`src/rtl/countdown_timer_if.sv`:
```
// Control/status bundle between the game logic and the detonation countdown timer.
interface countdown_timer_if #(
    parameter int WIDTH = 16
);
    logic             load;
    logic [WIDTH-1:0] load_val;
    logic             start;
    logic             pause;
    logic             auto_reload;
    logic             penalty_valid;
    logic [WIDTH-1:0] penalty;
    logic [WIDTH-1:0] count;
    logic             running;
    logic             paused;
    logic             done;
    logic             expired;

    modport master (
        output load, load_val, start, pause, auto_reload, penalty_valid, penalty,
        input  count, running, paused, done, expired
    );

    modport slave (
        input  load, load_val, start, pause, auto_reload, penalty_valid, penalty,
        output count, running, paused, done, expired
    );
endinterface

```
`src/rtl/countdown_timer.sv`:
```
// Detonation clock: prescaled countdown with pause/resume, one-shot or auto-reload,
// and saturating time penalties. All outputs come straight from registers.
//
// state  | meaning
// IDLE   | loaded or reset, waiting for start
// RUN    | prescaler advancing, count decrements on each tick
// PAUSED | count and prescaler frozen, waiting for start
// DONE   | expired (one-shot or penalty), count held at 0 until load
module countdown_timer #(
    parameter int WIDTH    = 16,
    parameter int PRESCALE = 1
) (
    input logic              clk,
    input logic              rst,
    countdown_timer_if.slave bus
);
    typedef enum logic [1:0] {IDLE, RUN, PAUSED, DONE} state_t;

    localparam logic [15:0] PS_LAST = 16'(PRESCALE - 1);

    state_t           state_q, state_d;
    logic [WIDTH-1:0] count_q, count_d;
    logic [WIDTH-1:0] reload_q, reload_d;
    logic [15:0]      presc_q, presc_d;
    logic             expired_q, expired_d;
    logic             tick;
    logic [WIDTH:0]   dec;

    // A pause request freezes the prescaler on the same edge, so no tick is taken.
    assign tick = (state_q == RUN) && !bus.pause && (presc_q == PS_LAST);

    always_ff @(posedge clk) begin
        if (!rst) begin
            state_q   <= IDLE;
            count_q   <= '0;
            reload_q  <= '0;
            presc_q   <= '0;
            expired_q <= 1'b0;
        end else begin
            state_q   <= state_d;
            count_q   <= count_d;
            reload_q  <= reload_d;
            presc_q   <= presc_d;
            expired_q <= expired_d;
        end
    end

    always_comb begin
        state_d   = state_q;
        count_d   = count_q;
        reload_d  = reload_q;
        presc_d   = presc_q;
        expired_d = 1'b0;
        dec       = {1'b0, bus.penalty} + {{WIDTH{1'b0}}, tick};

        if (bus.load) begin
            count_d  = bus.load_val;
            reload_d = bus.load_val;
            presc_d  = '0;
            state_d  = IDLE;
        end else begin
            unique case (state_q)
                IDLE:    if (bus.start && count_q != '0) state_d = RUN;
                RUN:     if (bus.pause) state_d = PAUSED;
                         else presc_d = tick ? 16'd0 : presc_q + 16'd1;
                PAUSED:  if (bus.start) state_d = RUN;
                default: ;
            endcase

            // Penalty folds in a coincident tick and always ends the game on saturation.
            if (bus.penalty_valid && (state_q == RUN || state_q == PAUSED)) begin
                if (dec < {1'b0, count_q}) begin
                    count_d = count_q - dec[WIDTH-1:0];
                end else begin
                    count_d   = '0;
                    state_d   = DONE;
                    presc_d   = '0;
                    expired_d = 1'b1;
                end
            end else if (tick) begin
                if (count_q > WIDTH'(1)) begin
                    count_d = count_q - WIDTH'(1);
                end else begin
                    expired_d = 1'b1;
                    if (bus.auto_reload) begin
                        count_d = reload_q;
                    end else begin
                        count_d = '0;
                        state_d = DONE;
                        presc_d = '0;
                    end
                end
            end
        end
    end

    assign bus.count   = count_q;
    assign bus.running = (state_q == RUN);
    assign bus.paused  = (state_q == PAUSED);
    assign bus.done    = (state_q == DONE);
    assign bus.expired = expired_q;
endmodule

```
`src/flat_wrapper.sv`:
```
// flat-port wrapper written by rule: the top's interface ports become plain ports
module countdown_timer_flat 
#(
    parameter int WIDTH    = 16,
    parameter int PRESCALE = 1
)
  (clk, rst, bus_load, bus_load_val, bus_start, bus_pause, bus_auto_reload, bus_penalty_valid, bus_penalty, bus_count, bus_running, bus_paused, bus_done, bus_expired);
  countdown_timer_if #(.WIDTH(WIDTH)) bus_i ();
  input logic clk;
  input logic rst;
  input wire logic [$bits(bus_i.load)-1:0] bus_load;
  input wire logic [$bits(bus_i.load_val)-1:0] bus_load_val;
  input wire logic [$bits(bus_i.start)-1:0] bus_start;
  input wire logic [$bits(bus_i.pause)-1:0] bus_pause;
  input wire logic [$bits(bus_i.auto_reload)-1:0] bus_auto_reload;
  input wire logic [$bits(bus_i.penalty_valid)-1:0] bus_penalty_valid;
  input wire logic [$bits(bus_i.penalty)-1:0] bus_penalty;
  output wire logic [$bits(bus_i.count)-1:0] bus_count;
  output wire logic [$bits(bus_i.running)-1:0] bus_running;
  output wire logic [$bits(bus_i.paused)-1:0] bus_paused;
  output wire logic [$bits(bus_i.done)-1:0] bus_done;
  output wire logic [$bits(bus_i.expired)-1:0] bus_expired;
  assign bus_i.load = bus_load;
  assign bus_i.load_val = bus_load_val;
  assign bus_i.start = bus_start;
  assign bus_i.pause = bus_pause;
  assign bus_i.auto_reload = bus_auto_reload;
  assign bus_i.penalty_valid = bus_penalty_valid;
  assign bus_i.penalty = bus_penalty;
  assign bus_count = bus_i.count;
  assign bus_running = bus_i.running;
  assign bus_paused = bus_i.paused;
  assign bus_done = bus_i.done;
  assign bus_expired = bus_i.expired;
  countdown_timer #(.WIDTH(WIDTH), .PRESCALE(PRESCALE)) u_core (.clk(clk), .rst(rst), .bus(bus_i));
endmodule
```
`config.mk`:
```
export PLATFORM = sky130hd
export DESIGN_NAME = countdown_timer_flat
export DESIGN_NICKNAME = d
export VERILOG_FILES = /design/src/rtl/countdown_timer_if.sv /design/src/rtl/countdown_timer.sv /design/src/flat_wrapper.sv
export SDC_FILE = /design/constraint.sdc
export NUM_CORES = 1
export LEC_CHECK = 0
export CORE_ASPECT_RATIO = 0.9
export CORE_MARGIN = 8
export CORE_UTILIZATION = 60
export DETAILED_ROUTE_END_ITERATION = 10
export PLACE_DENSITY_LB_ADDON = 0.05
export SLEW_MARGIN = 20
export SYNTH_ARGS = -nofsm -noshare
export SYNTH_HDL_FRONTEND = slang
export SYNTH_SLANG_ARGS = --single-unit
```
`constraint.sdc`:
```
create_clock -name clk -period 7.8 [get_ports clk]
set_input_delay 1.56 -clock clk [delete_from_list [all_inputs] [get_ports clk]]
set_output_delay 1.56 -clock clk [all_outputs]
set_load 0.005 [all_outputs]
```
Word-level counts from Yosys, hierarchy flattened
Index checks and enable logic that the tools add are counted.
{"block": "word_totals", "ff_bits": 51, "inputBits": 39, "out_inout_bits": 20, "wordCells": 53}
{"block": "classes", "n_addsub": 4, "order_cmp": 2, "eq_ne": 3, "muxes": 27, "bitwise_logic": 1, "reduce_logical": 11}
{"op": "16-bit 2-to-1 mux", "count": 14}
{"op": "16-bit by 1-bit adder with 17-bit output", "count": 1}
{"op": "17-bit by 16-bit less-than comparator with 1-bit output", "count": 1}
{"op": "16-bit by 1-bit adder with 16-bit output (second input constant)", "count": 1}
{"op": "16-bit by 1-bit > comparator with 1-bit output (second input constant)", "count": 1}
{"op": "16-bit logical NOT", "count": 1}
{"op": "2-bit 2-to-1 mux", "count": 8}
{"op": "16-bit nonzero test", "count": 1}
{"op": "16-bit by 1-bit subtractor with 16-bit output (second input constant)", "count": 1}
{"op": "16-bit subtractor", "count": 1}
{"op": "2-bit one-hot mux with 3 select lines", "count": 1}
{"op": "2-bit equality test (second input constant)", "count": 2}
{"op": "1-bit logical AND", "count": 4}
{"op": "1-bit 2-to-1 mux", "count": 4}
{"op": "3-bit nonzero test", "count": 1}
{"op": "2-bit by 1-bit equality test with 1-bit output (second input constant)", "count": 1}
{"op": "2-bit logical NOT", "count": 1}
{"op": "2-bit OR reduction", "count": 1}
{"op": "1-bit logical NOT", "count": 1}
{"op": "1-bit logical OR", "count": 1}
{"op": "1-bit inverter", "count": 1}

Longest topological paths before layout
{"block": "logic_depth", "depth_word": 10, "depth_mapped": 21, "ltp_nobuf": 20}

Worst setup path after synthesis
No wires, ideal clock.
{"block": "synth_path", "kind": "input port to flip-flop", "from": "in bus_pause", "to": "reg u_core.count_q[0], in the netlist u_core.bus.count[0]", "setup_ps": 74, "t_arrival_ps": 4913, "required_ps": 7726, "slack_ps": 2813, "path_stages": 18, "n_path_buf": 0, "cell_sequence": "nand2b_1 nor2_1 nand3_2 clkinv_2 ha_1 and3_1 nand2_1 or3_1 nor2_1 xor2_1 ha_1 and3_1 o21a_1 o31ai_1 a21oi_1 a31o_2 a211o_1 a31oi_1"}
{"block": "synth_between", "elab_chain_len": 8, "word_cells_on_any_way": 10, "cone_classes": "2 x add/sub; 1 x order compare; 3 x mux; 4 x reduce/logical"}
{"item": "from (decl)", "line": "flat_wrapper.sv:14", "source": "input wire logic [$bits(bus_i.pause)-1:0] bus_pause;"}
{"item": "1-bit logical NOT (*)", "line": "countdown_timer.sv:30", "source": "assign tick = (state_q == RUN) && !bus.pause && (presc_q == PS_LAST);"}
{"item": "1-bit logical AND (*) (2 in a row)", "line": "countdown_timer.sv:30"}
{"item": "16-bit by 1-bit adder with 17-bit output", "line": "countdown_timer.sv:54", "source": "dec = {1'b0, bus.penalty} + {{WIDTH{1'b0}}, tick};"}
{"item": "16-bit subtractor / 17-bit by 16-bit less-than comparator with 1-bit output (equally long branches)", "line": "countdown_timer.sv:73, countdown_timer.sv:72"}
{"item": "16-bit 2-to-1 mux", "line": "countdown_timer.sv:72", "source": "if (dec < {1'b0, count_q}) begin"}
{"item": "16-bit 2-to-1 mux", "line": "countdown_timer.sv:71", "source": "if (bus.penalty_valid && (state_q == RUN || state_q == PAUSED)) begin"}
{"item": "16-bit 2-to-1 mux", "line": "countdown_timer.sv:56", "source": "if (bus.load) begin"}
{"item": "to (signal assigned)", "line": "countdown_timer.sv:41", "source": "count_q <= count_d;"}
{"item": "to (decl)", "line": "countdown_timer.sv:22", "source": "logic [WIDTH-1:0] count_q, count_d;"}
Mark *: on every way between the ends. The rest lies on a longest branch, timed or not.
A chain may end at the register's enable or synchronous reset.

Final worst setup path
{"block": "layout_path", "from": "in bus_pause", "to": "reg u_core.presc_q[9]"}
{"block": "layout_between", "elab_chain_len": 10, "word_cells_on_any_way": 13, "cone_classes": "1 x add/sub; 1 x order compare; 8 x mux; 3 x reduce/logical"}
{"item": "parallel branches: the longest is 9 deep, another holds 16-bit by 1-bit adder with 17-bit output"}
{"item": "16-bit 2-to-1 mux (*)", "line": "countdown_timer.sv:71"}
{"item": "to (signal assigned)", "line": "countdown_timer.sv:43", "source": "presc_q <= presc_d;"}
{"item": "to (decl)", "line": "countdown_timer.sv:24", "source": "logic [15:0] presc_q, presc_d;"}
Mark *: on every way between the ends.

==> flow_summary.ini <==
[floorplanning]
initial_utilization_pct = 60.7
die_area_um2 = 10500
die_w_um = 107
core_um2 = 7390
ioPinCount = 59
cell_rows = 30
die_height_um = 98.1

[clocking]
holdBufCountCts = 0
cts_inserted_buffers = 5
post_cts_buffers = 0
clockBufferDepth = 2
ctsRootBufferMaster = clkbuf_8
clk_pin_slew_ns = 0.11
tritoncts = done
htreeDepth = 2
tritoncts_num_sinks = 51
post_cts.resized_instances = 0
clk_latency_ns = 0.32

[yosys]
synth-xor-area-share_pct = 8.38
yosys.area_share.adder_pct = 12.1
yosys.cell_count.top_type = nand2_1
synth_enable_flop_cells = 0
post_synth_num_cell_types = 71
synth_top_area_cell = dfxtp_1
post_synth_main_area_contributors = dfxtp_1 23%, ha_1 12%, xnor2_1 4.9%
synth_top_cells_by_count = 55 x nand2_1, 51 x dfxtp_1, 44 x nor2_1
synth-compound-area-share_pct = 23.2
ys_ff_latch = 51
dominantRegCellSynth = dfxtp_1
synth_cells = 585
netlist.area_leader.share_pct = 22.7
synth_top_family_by_area = simple AND/OR/NAND/NOR gates
post_synth_instance_area_um2 = 4490
post_synth.cell_area_avg_um2 = 7.68
yosysSeqAreaShare_pct = 22.7
synthSimpleGateAreaFrac_pct = 25.3
async_flop_share_pct = 0
ys_warn_count = 0
muxShareOfSynthArea_pct = 2.03
net_count_after_synthesis = 667

[sta]
max_slew_violation_count = 0
timing_worst_slew_pin_value_ns = 1.09
fin_ws_ns = 1.96
max_clock_freq_mhz = 171
rsz0062_at_grt = false
final-setup-viol-count = 0
slew_headroom_pct = 26.8
setup_total_negative_slack_ns = 0
timing_hold_violations_final = 0
final_period_minus_worst_setup_slack_ns = 5.84
clock-skew-final_ns = 0.00782
timing.final.crit_share_pct = 74.9

[place]
placed_cell_area_um2 = 5100
place_inst = 721
place.gp.congestion = 0.990
hpwlAfterDp_um = 9860
port_buffers = 58
place_worst_setup_slack_ns = 1.66

[pwr]
vdd_ir_drop_max_mv = 0.0967
sw_frac_of_total_pct = 38.2
seq_power_share_pct = 38.3
total_switching_power_uw = 292
cellLeakagePower_nw = 2.06
pwr-share-comb_pct = 39.2
power_density_nw_per_um2 = 147
internal-power_uw = 473
clockPowerShare_pct = 22.5

[cells_and_area]
final_core_utilization_pct = 70.3
flow.area_growth_from_synthesis_pct = 15.7
antenna-diode-count = 0
final_cells = 729
nNetsFinal = 714
final_layout_size_suffix_gt1_share_pct = 4.74
finish.instance_area_um2 = 5200

[critical_path]
r2r-end = u_core.presc_q[9]
cp.buffers_inverters = 2
crit_fanout = 13
timing.setup.critical_path_class = primary input to flop
start_kind = primary input
critical_path.slowest_cell = nand3_1
path_cells = clkdlybuf4s50_1 -> nand2b_1 -> nor2_1 -> nand3_2 -> clkinv_2 -> ha_1 -> ha_1 -> nand2_1 -> nor4_2 -> nand3_1 -> xnor2_1 -> ha_1 -> a211oi_1 -> nand2_1 -> nor3_1 -> a211oi_1 -> o21ai_1 -> nand3_1 -> nor2_1
worst_r2r_path_depth = 18
crit_arrival_ns = 6.09
worst_setup_path_end_kind = flop
worst_path_most_repeated_cell = ha_1
critical_path.max_stage_delay_ns = 0.47
critPathTopFamily = simple AND/OR/NAND/NOR gates
ff2ff_setup_slack_ns = 2.94
reg2reg_from = u_core.presc_q[12]
cp.required_ns = 8.05

[detailed_routing]
wirelength_per_cell_um = 18.0
drtPass1Iterations = 7
total_wire_length_after_detailed_routing_um = 13100
dr_total_vias = 4418
initialDrtViolationCount = 322
avgViaCountPerCell = 6.06
drtAntennaViolNets = 0
remaining_drc_errors = 0

[global_routing]
global_route_wire_length_before_repair_um = 21100
pin_count_of_the_biggest_net_entering_global_routing = 39
first_global_vias = 4174
grt.total_usage_pct = 24.7
grt_antenna_before_repair = 0
grt_remaining_overflow = 0

[flow_run]
drv_cap = 0

[min_path]
worst_hold_path.endpoint = u_core.reload_q[7]
hold_path.class = flop to flop
hold_start = u_core.reload_q[7]
min_path_cells = 2

[status]
run_status = finished clean
## state kept, by name (all words and copies together), names as in the netlist
signal and count:
u_core.bus.count 16, u_core.presc_q 16, u_core.reload_q 16, u_core.state_q 2
u_core.bus.expired 1
## cell usage in the layout (no fill, tap or decap), types with 5 or more instances in the layout
cell type and instances:
a21oi_1 33, nand2b_1 16, a21boi_0 12, o21ai_0 29
and3_1 10, nor4_1 5, nor2_1 44, dfxtp_1 51
xnor2_1 25, nand3_1 23, clkdlybuf4s50_1 58, a31oi_1 12
nand4_1 9, xor2_1 18, a211o_1 5, mux2i_1 8
nand2_1 55, inv_1 42, clkbuf_8 5, a211oi_1 10
nor2b_1 15, or3_1 5, ha_1 42, nor3_1 21
## metal layers
layer,track usage (%),vias to the layer above,wire length [µm]
met3,4.41,30,1070
met2,37.1,178,5730
met5,0,-,0
met1,34.0,2030,5990
li1,-,2180,-
met4,9.19,0,358
## how the worst max path moves through the flow
stage / to / start / slack, ns / cells after the start
after floorplan: u_core.bus.count[0] / bus_pause / 2.81 / 18
after global placement: u_core.presc_q[8] / bus_pause / 1.88 / 19
after detailed placement: u_core.presc_q[9] / bus_pause / 1.66 / 19
after CTS: u_core.presc_q[9] / bus_pause / 1.94 / 19
after global routing: u_core.presc_q[6] / bus_pause / 1.56 / 19
final: u_core.presc_q[9] / bus_pause / 1.96 / 19
## metrics by stage
| step | hold slack (ns) | total power, mW |
|---|---|---|
| 2_1_floorplan | 0.457 | 0.497 |
| 3_3_place_gp | 0.466 | 0.588 |
| 3_5_place_dp | 0.474 | 0.591 |
| 4_1_cts | 0.491 | 0.762 |
| 5_1_grt | 0.501 | 0.806 |
| 6_report | 0.487 | 0.765 |
## cell families after synthesis
logic type	count (synthesis)
xor+xnor	43
simple gates	221
fa+ha+maj	43
compound gates	154
mux	9
buf+inv	64
flops	51
## worst register-to-register path: stages (launching register included)
cell      delay, ns
dfxtp_1        0.35
or4_1          0.54
nor2_1         0.17
nand3_2        0.17
clkinv_2       0.16
ha_1           0.17
ha_1           0.22
nand2_1        0.09
nor4_2         0.45
nand3_1        0.16
xnor2_1        0.20
ha_1           0.30
a211oi_1       0.27
nand2_1        0.09
nor3_1         0.26
a211oi_1       0.12
o21ai_1        0.38
nand3_1        0.47
nor2_1         0.23
## layout make-up
cell class	instances	area (µm²)
Timing Repair Buffer	61	603
Multi-Input combinational cell	470	3190
Clock inverter	3	27.5
Fill cell	595	2200
Clock buffer	5	68.8
Sequential cell	51	1020
Tap cell	96	120
Inverter	43	163
## power by group through the flow
| stage | Clock, mW | Combinational, mW | Sequential (mW) |
|---|---|---|---|
| after floorplan | 0 | 0.204 | 0.294 |
| after global placement | 0 | 0.290 | 0.298 |
| after detailed placement | 0 | 0.293 | 0.298 |
| after CTS | 0.174 | 0.295 | 0.292 |
| after global routing | 0.184 | 0.328 | 0.295 |
| final | 0.172 | 0.300 | 0.293 |
Power figures use the tool's default switching activity.
